--- src/rtl/time_set_ctrl.sv ---
// ----------------------------------------------------------------------------
// time_set_ctrl
//
// Manual time / alarm setting sequencer for the digital clock.
// In clock (00) or alarm (01) mode, key_set enters edit mode and walks
// hour -> minute -> second -> commit. key_inc / key_dec adjust the selected
// field with wrap-around. Commit emits a one-cycle load pulse toward the
// time counter (target 00) or the alarm register (target 01). A mode change
// while editing abandons the edit without loading anything.
//
// Optional build macro:
//   TIME_SET_AUTO_EXIT_EN - when defined, an edit abandoned for
//   CLK_FREQ*TIMEOUT_S cycles without any key pulse is aborted to IDLE.
//
// Ports:
//   clk, rst_n                  clock, asynchronous active-low reset
//   model[1:0]                  current mode (00 clk, 01 alarm, 10/11 other)
//   key_set, key_inc, key_dec   debounced single-cycle key pulses
//   cur_hour/min/sec            present value of the selected source
//   set_hour/min/sec            edited value (registered)
//   load_time, load_alarm       one-cycle commit pulses (registered)
//   editing                     high in the hour/minute/second edit states
//   field_sel[1:0]              00 none, 01 hour, 10 minute, 11 second
//   blink                       display enable for the edited field (1=show)
// ----------------------------------------------------------------------------
module time_set_ctrl #(
    parameter int CLK_FREQ  = 50000000,
    parameter int BLINK_HZ  = 2,
    parameter int TIMEOUT_S = 10
) (
    input  logic       clk,
    input  logic       rst_n,
    input  logic [1:0] model,
    input  logic       key_set,
    input  logic       key_inc,
    input  logic       key_dec,
    input  logic [4:0] cur_hour,
    input  logic [5:0] cur_min,
    input  logic [5:0] cur_sec,
    output logic [4:0] set_hour,
    output logic [5:0] set_min,
    output logic [5:0] set_sec,
    output logic       load_time,
    output logic       load_alarm,
    output logic       editing,
    output logic [1:0] field_sel,
    output logic       blink
);

    localparam int BLINK_HALF_RAW = CLK_FREQ / (2 * BLINK_HZ);
    localparam int BLINK_HALF     = (BLINK_HALF_RAW < 1) ? 1 : BLINK_HALF_RAW;
    localparam int BLINK_W        = (BLINK_HALF > 1) ? $clog2(BLINK_HALF) : 1;
    localparam logic [BLINK_W-1:0] BLINK_LAST = BLINK_W'(BLINK_HALF - 1);

    typedef enum logic [2:0] {
        IDLE   = 3'd0,
        SET_H  = 3'd1,
        SET_M  = 3'd2,
        SET_S  = 3'd3,
        COMMIT = 3'd4
    } state_t;

    state_t             state_r;
    state_t             state_nx_s;
    logic [1:0]         target_r;
    logic [1:0]         target_nx_s;
    logic [4:0]         hour_nx_s;
    logic [5:0]         min_nx_s;
    logic [5:0]         sec_nx_s;
    logic [1:0]         field_nx_s;
    logic               in_edit_s;
    logic               next_edit_s;
    logic               inc_only_s;
    logic               dec_only_s;
    logic               adjust_s;
    logic               restart_s;
    logic               timeout_s;
    logic [BLINK_W-1:0] blink_cnt_r;

    // Hour field step with wrap 23 <-> 0.
    function automatic logic [4:0] hour_step(input logic [4:0] h, input logic up);
        logic [4:0] r;
        if (up) begin
            if (h >= 5'd23) r = 5'd0;
            else            r = h + 5'd1;
        end else begin
            if (h == 5'd0)  r = 5'd23;
            else            r = h - 5'd1;
        end
        return r;
    endfunction

    // Minute / second field step with wrap 59 <-> 0.
    function automatic logic [5:0] sexa_step(input logic [5:0] v, input logic up);
        logic [5:0] r;
        if (up) begin
            if (v >= 6'd59) r = 6'd0;
            else            r = v + 6'd1;
        end else begin
            if (v == 6'd0)  r = 6'd59;
            else            r = v - 6'd1;
        end
        return r;
    endfunction

    assign in_edit_s  = (state_r == SET_H) || (state_r == SET_M) || (state_r == SET_S);
    // Pressing inc and dec together cancels both.
    assign inc_only_s = key_inc & ~key_dec;
    assign dec_only_s = key_dec & ~key_inc;

`ifdef TIME_SET_AUTO_EXIT_EN
    localparam int TMO_RAW = CLK_FREQ * TIMEOUT_S;
    localparam int TMO_CYC = (TMO_RAW < 1) ? 1 : TMO_RAW;
    localparam int TMO_W   = (TMO_CYC > 1) ? $clog2(TMO_CYC) : 1;
    localparam logic [TMO_W-1:0] TMO_LAST = TMO_W'(TMO_CYC - 1);

    logic [TMO_W-1:0] tmo_cnt_r;
    logic             key_any_s;

    assign key_any_s = key_set | key_inc | key_dec;
    // Fires on the cycle that would complete the full idle interval.
    assign timeout_s = in_edit_s && !key_any_s && (tmo_cnt_r == TMO_LAST);

    // Inactivity counter: cleared outside edit mode and by any key pulse.
    always_ff @(posedge clk or negedge rst_n) begin
        if (!rst_n) begin
            tmo_cnt_r <= '0;
        end else if (!in_edit_s || key_any_s) begin
            tmo_cnt_r <= '0;
        end else if (tmo_cnt_r == TMO_LAST) begin
            tmo_cnt_r <= '0;
        end else begin
            tmo_cnt_r <= tmo_cnt_r + 1'b1;
        end
    end
`else
    assign timeout_s = 1'b0;
`endif

    // Next-state, edited-value and target selection.
    always_comb begin
        state_nx_s  = state_r;
        target_nx_s = target_r;
        hour_nx_s   = set_hour;
        min_nx_s    = set_min;
        sec_nx_s    = set_sec;
        adjust_s    = 1'b0;
        case (state_r)
            IDLE: begin
                if (key_set && (model[1] == 1'b0)) begin
                    state_nx_s  = SET_H;
                    target_nx_s = model;
                    hour_nx_s   = cur_hour;
                    min_nx_s    = cur_min;
                    sec_nx_s    = cur_sec;
                end else begin
                    state_nx_s  = IDLE;
                end
            end
            SET_H, SET_M, SET_S: begin
                if ((model != target_r) || timeout_s) begin
                    // Abort keeps set_* as they are and emits no load.
                    state_nx_s = IDLE;
                end else if (key_set) begin
                    case (state_r)
                        SET_H:   state_nx_s = SET_M;
                        SET_M:   state_nx_s = SET_S;
                        SET_S:   state_nx_s = COMMIT;
                        default: state_nx_s = IDLE;
                    endcase
                end else if (inc_only_s || dec_only_s) begin
                    adjust_s = 1'b1;
                    case (state_r)
                        SET_H:   hour_nx_s = hour_step(set_hour, inc_only_s);
                        SET_M:   min_nx_s  = sexa_step(set_min, inc_only_s);
                        SET_S:   sec_nx_s  = sexa_step(set_sec, inc_only_s);
                        default: hour_nx_s = set_hour;
                    endcase
                end else begin
                    state_nx_s = state_r;
                end
            end
            COMMIT:  state_nx_s = IDLE;
            default: state_nx_s = IDLE;
        endcase
    end

    // Decode of the upcoming state into registered display/edit outputs.
    always_comb begin
        field_nx_s  = 2'b00;
        next_edit_s = 1'b0;
        case (state_nx_s)
            SET_H: begin
                field_nx_s  = 2'b01;
                next_edit_s = 1'b1;
            end
            SET_M: begin
                field_nx_s  = 2'b10;
                next_edit_s = 1'b1;
            end
            SET_S: begin
                field_nx_s  = 2'b11;
                next_edit_s = 1'b1;
            end
            default: begin
                field_nx_s  = 2'b00;
                next_edit_s = 1'b0;
            end
        endcase
        // Entering a field or adjusting it restarts the blink phase so the
        // new value is shown at once.
        restart_s = next_edit_s && ((state_nx_s != state_r) || adjust_s);
    end

    // FSM state, commit target and edited field values.
    always_ff @(posedge clk or negedge rst_n) begin
        if (!rst_n) begin
            state_r  <= IDLE;
            target_r <= 2'b00;
            set_hour <= 5'd0;
            set_min  <= 6'd0;
            set_sec  <= 6'd0;
        end else begin
            state_r  <= state_nx_s;
            target_r <= target_nx_s;
            set_hour <= hour_nx_s;
            set_min  <= min_nx_s;
            set_sec  <= sec_nx_s;
        end
    end

    // Registered status and load pulses; COMMIT lasts one cycle so the
    // load is a single pulse by construction.
    always_ff @(posedge clk or negedge rst_n) begin
        if (!rst_n) begin
            editing    <= 1'b0;
            field_sel  <= 2'b00;
            load_time  <= 1'b0;
            load_alarm <= 1'b0;
        end else begin
            editing    <= next_edit_s;
            field_sel  <= field_nx_s;
            load_time  <= (state_nx_s == COMMIT) && (target_r == 2'b00);
            load_alarm <= (state_nx_s == COMMIT) && (target_r == 2'b01);
        end
    end

    // Blink phase generator for the field under edit.
    always_ff @(posedge clk or negedge rst_n) begin
        if (!rst_n) begin
            blink_cnt_r <= '0;
            blink       <= 1'b1;
        end else if (!next_edit_s || restart_s) begin
            blink_cnt_r <= '0;
            blink       <= 1'b1;
        end else if (blink_cnt_r == BLINK_LAST) begin
            blink_cnt_r <= '0;
            blink       <= ~blink;
        end else begin
            blink_cnt_r <= blink_cnt_r + 1'b1;
            blink       <= blink;
        end
    end

endmodule

--- config.mk ---
export PLATFORM = sky130hd
export DESIGN_NAME = time_set_ctrl
export DESIGN_NICKNAME = d
export VERILOG_FILES = /design/src/rtl/time_set_ctrl.sv
export SDC_FILE = /design/constraint.sdc
export NUM_CORES = 1
export LEC_CHECK = 0
export CAP_MARGIN = 10
export CORE_ASPECT_RATIO = 0.8
export CORE_MARGIN = 2
export CORE_UTILIZATION = 55
export CTS_CLUSTER_DIAMETER = 150
export CTS_CLUSTER_SIZE = 40
export DETAILED_ROUTE_END_ITERATION = 16
export GPL_TIMING_DRIVEN = 0
export PLACE_DENSITY = 0.77
export SLEW_MARGIN = 40
export SYNTH_ARGS = -nofsm -noshare
export SYNTH_HDL_FRONTEND = slang
export SYNTH_SLANG_ARGS = --single-unit
--- constraint.sdc ---
create_clock -name clk -period 5.5 [get_ports clk]
set_clock_uncertainty 0.15 [all_clocks]
set_input_delay 0.55 -clock clk [delete_from_list [all_inputs] [get_ports clk]]
set_output_delay 0.55 -clock clk [all_outputs]
set_load 0.02 [all_outputs]
### Word-level counts from Yosys, hierarchy flattened

Cells that the tools add are included.

* $add $sub $neg: 7
* magnitude comparators: 3
* bitwise gates (word level): 6
* equal/unequal tests: 18
* mux-type cells: 42
* reductions and logical operators: 21

Operator list (count)
* $mux 6: 16
* $mux 24: 2
* $mux 5: 8
* $add 24x1->24 const B: 1
* $eq 24x24->1 const B: 1
* $pmux 6 s2: 2
* $reduce_and 6->1: 3
* $ne 2x2->1 const B: 7
* $add 6x1->6 const B: 2
* $eq 3x2->1 const B: 4
* $ge 6x6->1 const B: 2
* $logic_not 6->1: 2
* $sub 6x1->6 const B: 2
* $pmux 5 s2: 1
* $pmux 3 s3: 1
* $mux 1: 8
* $eq 3x1->1 const B: 2
* $mux 3: 2
* $pmux 2 s3: 1
* $pmux 3 s2: 1
* $reduce_or 3->1: 2
* $add 5x1->5 const B: 1
* $ge 5x5->1 const B: 1
* $logic_not 5->1: 1
* 14 further kinds: 24

* bits in registers: 52
* logic and storage cells: 108
* input bits: 24

### Logic depth before layout (Yosys ltp)

* word-level depth: 11
* mapped depth: 8
* depth with buffers taken out: 7

### Worst setup path after synthesis

Ideal clock, no wire load.

* path kind: reg-to-reg
* start point: reg set_min[0]
* end point: reg set_min[2]
* path buffers: 1
* cell stages (with the launch flop): 9
* setup time: 130 ps
* slack: 3506 ps
* arrival time: 1714 ps
* cells stage by stage: dfrtp_1 > clkbuf_1 > inv_1 > ha_1 > xnor2_1 > nor2_1 > a221o_1 > o211ai_1 > o21ai_0

* longest elaborated chain between the ends: 8

RTL lines
* start, declared: line 41 `output logic [5:0] set_min,`
* start signal, assigned: line 227 `set_min <= min_nx_s;`
* $sub 6x1->6, or another cell as far along: line 101 `else r = v - 6'd1;`
* $mux 6, on equally long branches: line 100, 97
* $mux 6 (*): line 96 `if (up) begin`
* $mux 6 (*): line 173 `case (state_r)`
* $mux 6 (*): line 171 `end else if (inc_only_s || dec_only_s) begin`
* $mux 6 (*): line 164 `end else if (key_set) begin`
* $mux 6 (*): line 161 `if ((model != target_r) || timeout_s) begin`
* $pmux 6 s2 (*): line 148 `case (state_r)`

Mark *: on every way between the ends. The rest lies on a longest branch, timed or not. The select of a mux whose other input is x is not followed.
A chain may end at the register's enable or synchronous reset.

### Worst setup path in the final report

* start point: in key_inc
* end point: reg set_sec[1]

* longest elaborated chain between the ends: 7

RTL lines
* start, declared: line 35 `input logic key_inc,`
* $and 1x1->1: line 108 `assign inc_only_s = key_inc & ~key_dec;`
* $mux 6: line 96
* $mux 6: line 173
* $mux 6: line 171
* $mux 6: line 164
* $mux 6: line 161
* $pmux 6 s2: line 148
* end signal, assigned: line 228 `set_sec <= sec_nx_s;`
* end, declared: line 42 `output logic [5:0] set_sec,`

Several ways; a longest one is shown, not always the timed one. The select of a mux whose other input is x is not followed.

==> run_results.csv <==
group,metric,value,unit
yosys,syn-num-nets,422,
timing,setup-violations-final,0,
setup_path,endpoint_kind,"flip-flop",
routing,dr.pass1.iters,4,
yosys,synth_cells,388,
clock_network,clk_latency,320,ps
timing,relSlewSlack,0.5718,
placed_design,io_buffers,45,
yosys,synthArstFlopShare,1.000,
routing,drt_drc_violations_left,0,
setup_path,r2r_setup_slack,3330,ps
clock_network,htree_levels,2,
pwr,power.share.sequential,0.376,
placed_design,place.gp.congestion,0.8599,
yosys,synth_cell_types,56,
hold_path,hp-class,"flip-flop to flip-flop",
global_route,overflow,0,
pwr,intPower,749.1,uW
yosys,synth_common_cells,"nor2_1, dfrtp_1, nand2_1, o21ai_0, nand3_1",
hold_path,min_path_cells,1,
clock_network,cts_root_buf,"clkbuf_8",
floorplanning,start_util,0.5677,
yosys,synth_edf_count,0,
timing,final_max_slew_viol_count,0,
pwr,comb_power_share,0.432,
setup_path,cp_max_fo,10,
routing,wirelength,8034,um
clock_network,numCtsBuffers,5,
routing,num_vias,3051,
yosys,synth.avg_cell_area,8.604,sq um
final_layout,insertedDiodeCount,0,
pwr,clock_power_share,0.191,
setup_path,crit_path_start_kind,"input port",
global_route,grt_max_degree,40,
final_layout,nets,476,
global_route,grt_use_total,0.2444,
pwr,p_sw,506.2,uW
clock_network,clock_path_buffers,2,
final_layout,finalInstanceArea,4014,sq um
timing,tns,0,ps
placed_design,place_area,3908,sq um
yosys,synthTopCellsByArea,"dfrtp_1, nor2_1, xor2_1, ha_1, xnor2_1",
clock_network,post-cts-setup-buffer-count,0,
pwr,switching_share,0.4033,
routing,drtIter0Drc,196,
pwr,total_power,1.255,mW
yosys,synthFlopType,"dfrtp_1",
setup_path,r2r_cells,7,
placed_design,hpwl,5700,um
routing,detail-route-antenna-nets,0,
floorplanning,rows,25,
clock_network,cts_hold_buf,1,
floorplanning,die_w,91.10,um
clock_network,clk_pin_slew,110,ps
hold_path,hold_start,"blink_cnt_r[0]",
global_route,grt_pass1_vias,2793,
floorplanning,io_pins,47,
setup_path,required,5590,ps
pwr,leakagePower,1.565,nW
timing,finalHoldViolCount,0,
global_route,grt_pass1_wl,13240,um
setup_path,regToRegEndpoint,"blink_cnt_r[22]",
clock_network,clock_sinks,52,
job,drv_cap,0,
yosys,yosysTopAreaCellShare,0.3823,
pwr,ir_drop,0.1763,mV
setup_path,crit_type,"input port to flip-flop",
yosys,yosysMostFrequentCell,"nor2_1",
status,status,"finished clean",
pwr,p_per_area,312.7,nW/um^2
timing,max_clock_freq,385.7,MHz
yosys,yosysSeqAreaShare,0.3902,
hold_path,min_to,"blink_cnt_r[0]",
setup_path,r2r-start,"blink_cnt_r[8]",
timing,worst_pin_slew,638.8,ps
clock_network,cts_resized,0,
floorplanning,die_area,6712,sq um
yosys,ys_ff_latch,52,
timing,period_minus_slack,2593,ps
routing,avgRoutedWirePerCell,15.33,um
yosys,yosysWarnings,0,
yosys,synth_area,3338,sq um
yosys,synth_top_area_cell,"dfrtp_1",
timing,rsz0062_at_grt,"false",
floorplanning,floorplan.die.height,73.68,um
final_layout,syn_to_final_growth,20.24,%
timing,fin_crit_sh,0.4714,
global_route,antenna_found_initial,0,
final_layout,drive_above_1_share,0.07223,
floorplanning,core-area,5881,sq um
setup_path,cp.arrival,2680,ps
clock_network,cts_tree,"yes",
routing,routed_via_density,5.823,
registers in the layout (all words and copies together), names as in the netlist, 2 cells and up:
signal and cells:
set_hour 5, set_sec 6, blink_cnt_r 24, target_r 2
field_sel 2, state_r 3, set_min 6
power by group through the flow:
stage	Sequential, mW	Clock, mW	Combinational [mW]
2_1_floorplan	0.516	0	0.316
3_3_place_gp	0.477	0	0.523
3_5_place_dp	0.479	0	0.534
4_1_cts	0.471	0.244	0.539
5_1_grt	0.478	0.261	0.602
6_report	0.473	0.240	0.543
cell usage in the layout (no fill, tap or decap), types with 9 or more instances in the layout:
cell	n
a21oi_1	14
clkbuf_1	15
clkdlybuf4s50_1	44
dfrtp_1	51
ha_1	10
inv_1	13
nand2_1	30
nand2b_1	9
nand3_1	21
nor2_1	52
o211ai_1	9
o21ai_0	23
xnor2_1	14
xor2_1	19
routing by layer:
metal / vias to the layer above / track usage / wire (um)
li1: 1491 / - / -
met1: 1439 / 0.3561 / 3857
met2: 109 / 0.3712 / 3563
met3: 12 / 0.04103 / 492
met4: 0 / 0.08418 / 120
met5: - / 0 / 0
per-stage QoR:
step                setup slack (ps)  hold WS (ps)  utilization  std cells
floorplan                       3506         104.4            -        388
global placement                2146         320.2       0.6615        514
detailed placement              2625         260.7       0.6645        515
CTS                             2947         339.3       0.6826        524
global route                    2783         357.4       0.6826        524
finish                          2907         337.4       0.6826        524
cell families (layout without fill, tap and decap cells):
group | after synthesis | in the layout | synth area share
adders and majority gates | 10 | 10 | 0.03748
and+or+nand+nor | 160 | 160 | 0.2403
muxes | 2 | 2 | 0.006372
xor gates and xnor gates | 33 | 33 | 0.08658
DFF | 52 | 52 | 0.3902
AOI/OAI and AO/OA | 89 | 89 | 0.1814
buffers and inverters | 42 | 97 | 0.05772
layout make-up:
class | count | area (sq um)
clock inverters | 3 | 27.53
inverters | 14 | 52.55
fillers | 504 | 1867
repair buffers | 47 | 478.0
well taps | 81 | 101.3
flip-flops and latches | 52 | 1303
multi-input cells | 294 | 1843
plain buffers | 28 | 140.1
clock buffers | 5 | 68.82
critical path, stage by stage:
cell and delay, ps:
clkdlybuf4s50_1 470, ha_1 190, clkbuf_1 440, buf_1 470, nand3_1 150, o211ai_1 110
o21ai_0 110, o21ai_0 180
worst max-delay path by stage:
stage / start / endpoint / slack (ps) / cells after the start
6_report: key_inc / set_sec[1] / 2910 / 8
5_1_grt: key_inc / set_sec[1] / 2780 / 8
4_1_cts: key_inc / set_sec[1] / 2950 / 8
3_5_place_dp: key_inc / set_sec[1] / 2620 / 8
3_3_place_gp: rst_n / set_hour[3] / 2150 / 1
2_1_floorplan: set_min[0] / set_min[2] / 3510 / 8
Power figures use the tool's default switching activity.
